==> src/rtl/hpf_multi_seq.sv <==
`default_nettype none
// ============================================================================
//  Module   : hpf_multi_seq
//  Purpose  : Cascade of ORDER first-order high-pass stages. All stages share
//             one subtract/shift/add datapath and are evaluated serially, one
//             stage per clock. Each stage keeps a low-pass state Lk:
//                 D = Xk - Lk ;  Hk = D ;  Lk <= Lk + (D >>> SHR) ;  Xk+1 = Hk
//             The final stage output is scaled back by SHR and saturated to
//             DATA_W bits. ORDER = 0 degenerates to a registered bypass.
//  Ports    : clk_i    - clock, rising edge
//             rst_n_i  - synchronous active-low reset
//             en_i     - sample strobe, taken when ready_o is high
//             data_i   - signed input sample
//             clr_i    - clears the sticky ovr_o / sat_o flags
//             ready_o  - a new sample can be accepted this cycle
//             valid_o  - one-cycle pulse qualifying hp_o
//             hp_o     - signed high-pass output, held between pulses
//             ovr_o    - sticky: a sample was offered while busy
//             sat_o    - sticky: an output value was clipped
//  Revision : 1.0 - initial release
// ============================================================================
module hpf_multi_seq #(
    parameter int DATA_W = 32,
    parameter int SHR    = 16,
    parameter int ORDER  = 3
) (
    input  logic                     clk_i,
    input  logic                     rst_n_i,
    input  logic                     en_i,
    input  logic signed [DATA_W-1:0] data_i,
    input  logic                     clr_i,
    output logic                     ready_o,
    output logic                     valid_o,
    output logic signed [DATA_W-1:0] hp_o,
    output logic                     ovr_o,
    output logic                     sat_o
);

    typedef enum logic [1:0] {
        IDLE = 2'd0,
        RUN  = 2'd1,
        DONE = 2'd2
    } state_t;

    // Hooks from the selected datapath into the shared output registers.
    logic                     w_hp_load;
    logic signed [DATA_W-1:0] w_hp_next;
    logic                     w_ovr_set;
    logic                     w_sat_set;

    generate
        if (ORDER == 0) begin : g_bypass
            // No filtering: every strobe is accepted and echoed next cycle.
            assign ready_o   = 1'b1;
            assign w_hp_load = en_i;
            assign w_hp_next = data_i;
            assign w_ovr_set = 1'b0;
            assign w_sat_set = 1'b0;
        end else begin : g_filter
            // Headroom: SHR fractional bits, one growth bit per stage, sign.
            localparam int ACCUM_W = DATA_W + SHR + ORDER + 1;
            localparam int K_W     = (ORDER > 1) ? $clog2(ORDER) : 1;
            localparam logic [K_W-1:0] c_last_stage = K_W'(ORDER - 1);
            localparam logic signed [DATA_W-1:0] c_hp_max = {1'b0, {(DATA_W-1){1'b1}}};
            localparam logic signed [DATA_W-1:0] c_hp_min = {1'b1, {(DATA_W-1){1'b0}}};

            state_t                     r_state;
            state_t                     w_state_next;
            logic [K_W-1:0]             r_k;
            logic signed [ACCUM_W-1:0]  r_x;
            logic signed [ACCUM_W-1:0]  r_l [ORDER];

            logic                       w_accept;
            logic                       w_step;
            logic                       w_last;
            logic signed [ACCUM_W-1:0]  w_x_ext;
            logic signed [ACCUM_W-1:0]  w_x0;
            logic signed [ACCUM_W-1:0]  w_d;
            logic signed [ACCUM_W-1:0]  w_h_sh;
            logic signed [DATA_W-1:0]   w_h_trunc;
            logic                       w_clip;

            assign w_last = (r_k == c_last_stage);

            // ---------------- FSM state register ----------------
            always_ff @(posedge clk_i) begin
                if (!rst_n_i) begin
                    r_state <= IDLE;
                end else begin
                    r_state <= w_state_next;
                end
            end

            // ---------------- FSM next state / controls ----------------
            always_comb begin
                w_state_next = r_state;
                w_accept     = 1'b0;
                w_step       = 1'b0;
                case (r_state)
                    IDLE: begin
                        if (en_i) begin
                            w_accept     = 1'b1;
                            w_state_next = RUN;
                        end
                    end
                    RUN: begin
                        w_step = 1'b1;
                        if (w_last) begin
                            w_state_next = DONE;
                        end
                    end
                    DONE:    w_state_next = IDLE;
                    default: w_state_next = IDLE;
                endcase
            end

            assign ready_o   = (r_state == IDLE);
            // Any strobe outside IDLE is dropped and flagged.
            assign w_ovr_set = en_i && (r_state != IDLE);

            // ---------------- shared stage datapath ----------------
            assign w_x_ext   = {{(ACCUM_W-DATA_W){data_i[DATA_W-1]}}, data_i};
            assign w_x0      = w_x_ext <<< SHR;
            assign w_d       = r_x - r_l[r_k];
            assign w_h_sh    = w_d >>> SHR;
            assign w_h_trunc = w_h_sh[DATA_W-1:0];
            // Clipping is needed whenever the truncated value does not
            // sign-extend back to the full-width result.
            assign w_clip    = (w_h_sh != {{(ACCUM_W-DATA_W){w_h_trunc[DATA_W-1]}}, w_h_trunc});

            // hp_o is loaded on the last RUN edge so that it is already
            // visible during the DONE cycle together with valid_o.
            assign w_hp_load = w_step && w_last;
            assign w_hp_next = w_clip ? (w_h_sh[ACCUM_W-1] ? c_hp_min : c_hp_max) : w_h_trunc;
            assign w_sat_set = w_hp_load && w_clip;

            always_ff @(posedge clk_i) begin
                if (!rst_n_i) begin
                    r_k <= '0;
                    r_x <= '0;
                    for (int i = 0; i < ORDER; i++) begin
                        r_l[i] <= '0;
                    end
                end else begin
                    if (w_accept) begin
                        r_x <= w_x0;
                        r_k <= '0;
                    end
                    if (w_step) begin
                        r_x      <= w_d;
                        r_l[r_k] <= r_l[r_k] + w_h_sh;
                        r_k      <= w_last ? '0 : r_k + K_W'(1);
                    end
                end
            end
        end
    endgenerate

    // ---------------- output and sticky flag registers ----------------
    // A set event in the same cycle as clr_i keeps the flag high.
    always_ff @(posedge clk_i) begin
        if (!rst_n_i) begin
            hp_o    <= '0;
            valid_o <= 1'b0;
            ovr_o   <= 1'b0;
            sat_o   <= 1'b0;
        end else begin
            valid_o <= w_hp_load;
            if (w_hp_load) begin
                hp_o <= w_hp_next;
            end
            ovr_o <= w_ovr_set | (ovr_o & ~clr_i);
            sat_o <= w_sat_set | (sat_o & ~clr_i);
        end
    end

endmodule
`default_nettype wire

==> config.mk <==
export PLATFORM = sky130hd
export DESIGN_NAME = hpf_multi_seq
export DESIGN_NICKNAME = d
export VERILOG_FILES = /design/src/rtl/hpf_multi_seq.sv
export SDC_FILE = /design/constraint.sdc
export NUM_CORES = 1
export LEC_CHECK = 0
export CORE_ASPECT_RATIO = 1.25
export CORE_MARGIN = 1.5
export CORE_UTILIZATION = 45
export CTS_CLUSTER_DIAMETER = 120
export DETAILED_ROUTE_END_ITERATION = 10
export MAX_ROUTING_LAYER = met4
export PLACE_DENSITY_LB_ADDON = 0.3
export SETUP_SLACK_MARGIN = 0.15
export SLEW_MARGIN = 25
export SYNTH_ARGS = -nofsm -noshare
export SYNTH_HDL_FRONTEND = slang
export SYNTH_SLANG_ARGS = --single-unit
==> constraint.sdc <==
create_clock -name clk_i -period 14 [get_ports clk_i]
set_input_delay 1.4 -clock clk_i [delete_from_list [all_inputs] [get_ports clk_i]]
set_output_delay 1.4 -clock clk_i [all_outputs]
set_load 0.01 [all_outputs]
==> impl_metrics.json <==
{
  "globalRouteMet3Util": 0.03398,
  "drt_pass1_iterations": 5,
  "edff_count_synth": 208,
  "drt_drc_violations_left": 0,
  "hold_end": "hp_o[18]$_SDFFE_PN0P_",
  "finalHoldViolations": 0,
  "cts_made_buffers": 34,
  "first_iter_violations": 1030,
  "cts-htree-levels": 2,
  "port_buffers": 71,
  "grt_max_degree": 57,
  "clock_tree.buffer_depth": 3,
  "synthFlopType": "sky130_fd_sc_hd__edfxtp_1",
  "sort_of_element_at_the_start_of_the_critical_path": "flip-flop",
  "period_minus_slack_ps": 8099,
  "cts_post_setup_buffers_inserted": 0,
  "via_count": 13740,
  "ys_seq_elements": 301,
  "outcome": "finished, final reports clean",
  "setup_viol": 0,
  "grt_pass1_vias": 13710,
  "clkSlewWorstSetupHoldPaths_ps": 60,
  "die_x_um": 179.8,
  "grt.met2_usage": 0.4650,
  "die-height_um": 224.0,
  "cts_tree": "built",
  "arrival_ps": 8360,
  "grt_antenna_before_repair": 1,
  "clock_sinks": 301,
  "synthesis.yosys.warnings": 0,
  "cp_data_required_time_ps": 14260,
  "synth_area_um2": 17590,
  "pre_cts_ws_ps": 5881,
  "initial_core_util": 0.4587,
  "ys_async_sr_fraction": 0,
  "type_of_the_worst_setup_path": "reg -> reg",
  "synth.distinct_cells": 70,
  "layout.filler_cells": 3414,
  "max_fclk_ghz": 0.1235,
  "synth_cells": 1728,
  "end_of_the_worst_register_to_register_path": "g_filter.r_l[2][50]$_SDFFCE_PN0P_",
  "first_pass_grt_wire_length_um": 79960,
  "worstHoldPathCells": 1,
  "worst_r2r_path_depth": 24,
  "fraction_of_final_layout_cells_sized_beyond_drive_strength_1": 0.08514,
  "maxSlewViolCount": 0,
  "critPathSlowestCell": "sky130_fd_sc_hd__buf_4",
  "synth-seq-area-share": 0.4610,
  "finalNetCount": 1916,
  "die_area_um2": 40280,
  "skew_ps": 35.79,
  "syn_avg_cell_area_um2": 10.18,
  "top_usage_layer": "met2",
  "rsz_0062_raised_after_global_routing": "false",
  "clock_insertion_delay_worst_skew_ps": 540,
  "multi_input_comb_area_um2": 8723,
  "cts.hold.buffers_added": 0,
  "min-delay-path-class": "reg -> reg",
  "placer_congestion": 1.002,
  "grt_use_total": 0.2678,
  "dpl.hpwl_um": 37630,
  "met1_demand_to_capacity_share_in_global_routing": 0.3111,
  "routed_wire_length_per_instance_um": 22.93,
  "grt.overflow.total": 0,
  "setup.worst_path.end_class": "flip-flop",
  "total_routed_wirelength_um": 52510,
  "critPathMaxFanout": 36,
  "final.setup.tns_ps": 0,
  "min-delay-start": "hp_o[18]$_SDFFE_PN0P_",
  "worst-r2r-setup-slack_ps": 5900,
  "timing.final.crit_share": 0.5785,
  "synthesis.nets": 1871,
  "relSlewSlack": 0.4028,
  "area_growth_pct": 13.34,
  "tightest_slew_ps": 895.8,
  "setup_ws_ps": 5901,
  "max_cap_violations": 0,
  "std_cell_rows": 80,
  "floorplan.core_area_um2": 38340,
  "crit_path_max_incr_delay_ps": 660,
  "postCtsResizedCells": 0,
  "post_detailed_route_via_to_cell_ratio": 6.001,
  "regArea_um2": 8113,
  "cts_root_buffer": "sky130_fd_sc_hd__clkbuf_16",
  "ioPinCount": 72,
  "timing.critical_path.cells": "buf_4 > mux4_2 > inv_1 > ha_1 > o211ai_1 > a21oi_2 > o2111ai_1 > a311oi_1 > o21ai_0 > a21oi_1 > o211ai_1 > xnor2_1 > inv_1 > ha_1 > a21o_1 > a21o_1 > a21o_1 > a21o_1 > a211oi_1 > o211ai_1 > o211ai_1 > a21oi_1 > a311oi_1 > nor2_1",
  "ant_nets": 0
}
==> sequential cells by signal, indices dropped and copies added (netlist names), named ones only <==
signal and count:
hp_o 32, g_filter.r_state 2, sat_o 1, ovr_o 1, g_filter.r_x 52, g_filter.r_k 2, valid_o 1, g_filter.r_l 208
==> Yosys cell counts, drive strengths merged, types with 16 or more instances <==
master | n | area [um^2]
edfxtp | 208 | 6246
nand2 | 139 | 521.8
o21ai | 75 | 375.4
inv | 136 | 510.5
nor2b | 22 | 137.6
a21oi | 127 | 643.1
mux4 | 52 | 1171
dfxtp | 93 | 1862
a21o | 66 | 495.5
xor2 | 36 | 315.3
nand2b | 18 | 112.6
a221o | 32 | 320.3
nor2 | 222 | 833.3
clkbuf | 65 | 244.0
o211ai | 18 | 135.1
nand3 | 37 | 185.2
ha | 105 | 1314
o211a | 16 | 160.2
nor3 | 18 | 90.09
xnor2 | 53 | 464.2
==> cell usage in the layout, fill, tap and decap left out, types with 9 or more instances in the layout <==
master and count:
sky130_fd_sc_hd__o21a_1 9, sky130_fd_sc_hd__xor2_1 36, sky130_fd_sc_hd__mux4_2 52, sky130_fd_sc_hd__nand2_1 138, sky130_fd_sc_hd__nand3_1 35, sky130_fd_sc_hd__o21ai_0 72, sky130_fd_sc_hd__a211oi_1 10, sky130_fd_sc_hd__a21boi_0 10
sky130_fd_sc_hd__edfxtp_1 208, sky130_fd_sc_hd__nor2_1 220, sky130_fd_sc_hd__a31oi_1 11, sky130_fd_sc_hd__nand4_1 9, sky130_fd_sc_hd__o211a_1 16, sky130_fd_sc_hd__clkbuf_16 37, sky130_fd_sc_hd__o211ai_1 18, sky130_fd_sc_hd__a21o_1 66
sky130_fd_sc_hd__nand2b_1 17, sky130_fd_sc_hd__buf_4 14, sky130_fd_sc_hd__a21oi_1 123, sky130_fd_sc_hd__and2_1 10, sky130_fd_sc_hd__nor3_1 18, sky130_fd_sc_hd__a221o_1 32, sky130_fd_sc_hd__ha_1 105, sky130_fd_sc_hd__dfxtp_1 91
sky130_fd_sc_hd__a22oi_1 14, sky130_fd_sc_hd__clkdlybuf4s50_1 70, sky130_fd_sc_hd__inv_1 135, sky130_fd_sc_hd__nor2b_1 21, sky130_fd_sc_hd__xnor2_1 53, sky130_fd_sc_hd__o21bai_1 14
==> cell families (layout without fill, tap and decap cells) <==
logic type | Yosys count | after routing | share of synthesized area
xor gates and xnor gates | 89 | 89 | 0.04433
AOI/OAI and AO/OA | 449 | 449 | 0.1741
other | 0 | 1 | 0
muxes | 53 | 53 | 0.06716
adders and majority gates | 107 | 107 | 0.07698
DFF | 301 | 301 | 0.4610
buffers and inverters | 214 | 283 | 0.04660
and+or+nand+nor | 515 | 515 | 0.1298
==> how the worst max path moves through the flow <==
stage	start	end	slack (ps)	cells after the start
after floorplan	flip-flop	g_filter.r_l[0][50]$_SDFFCE_PN0P_	7460	25
after global placement	flip-flop	g_filter.r_l[2][50]$_SDFFCE_PN0P_	5970	24
after detailed placement	flip-flop	g_filter.r_l[2][50]$_SDFFCE_PN0P_	5880	24
after CTS	flip-flop	g_filter.r_l[2][50]$_SDFFCE_PN0P_	5830	24
after global routing	flip-flop	g_filter.r_l[1][50]$_SDFFCE_PN0P_	5310	24
final	flip-flop	g_filter.r_l[2][50]$_SDFFCE_PN0P_	5900	24
==> layer usage <==
layer / part of all wire / vias up
met2: 0.51 / 482
met3: 0.054 / 119
li1: - / 6400
met5: 0 / -
met4: 0.045 / 0
met1: 0.39 / 6741
==> worst max-delay path, delay by kind of cell (launching register included) <==
family	cells	cell delay [ps]
buffers and inverters	3	1290
DFF	1	600
xor gates and xnor gates	1	240
muxes	1	620
and+or+nand+nor	1	100
AOI/OAI and AO/OA	16	4220
adders and majority gates	2	660
==> layout make-up <==
cell class / count / area share
inverters: 137 / 0.02580
repair buffers: 86 / 0.04124
clock buffers: 46 / 0.05072
diodes: 1 / 0.0001255
multi-input cells: 1213 / 0.4377
well taps: 492 / 0.03089
clock inverters: 14 / 0.006529
flip-flops and latches: 301 / 0.4070
==> per-stage QoR <==
stage	hold slack (ps)	instances	area [um^2]	utilization
final	479.8	2290	19930	0.5199
after global routing	500.8	2290	19930	0.5199
after CTS	487.6	2289	19920	0.5197
after detailed placement	473.8	2229	18780	0.4899
after global placement	463.8	2228	18770	0.4897
after floorplan	450.8	1728	17590	-
Power is not shown: default switching activity piles up to over one toggle a cycle in this logic, so the estimate is an artifact.
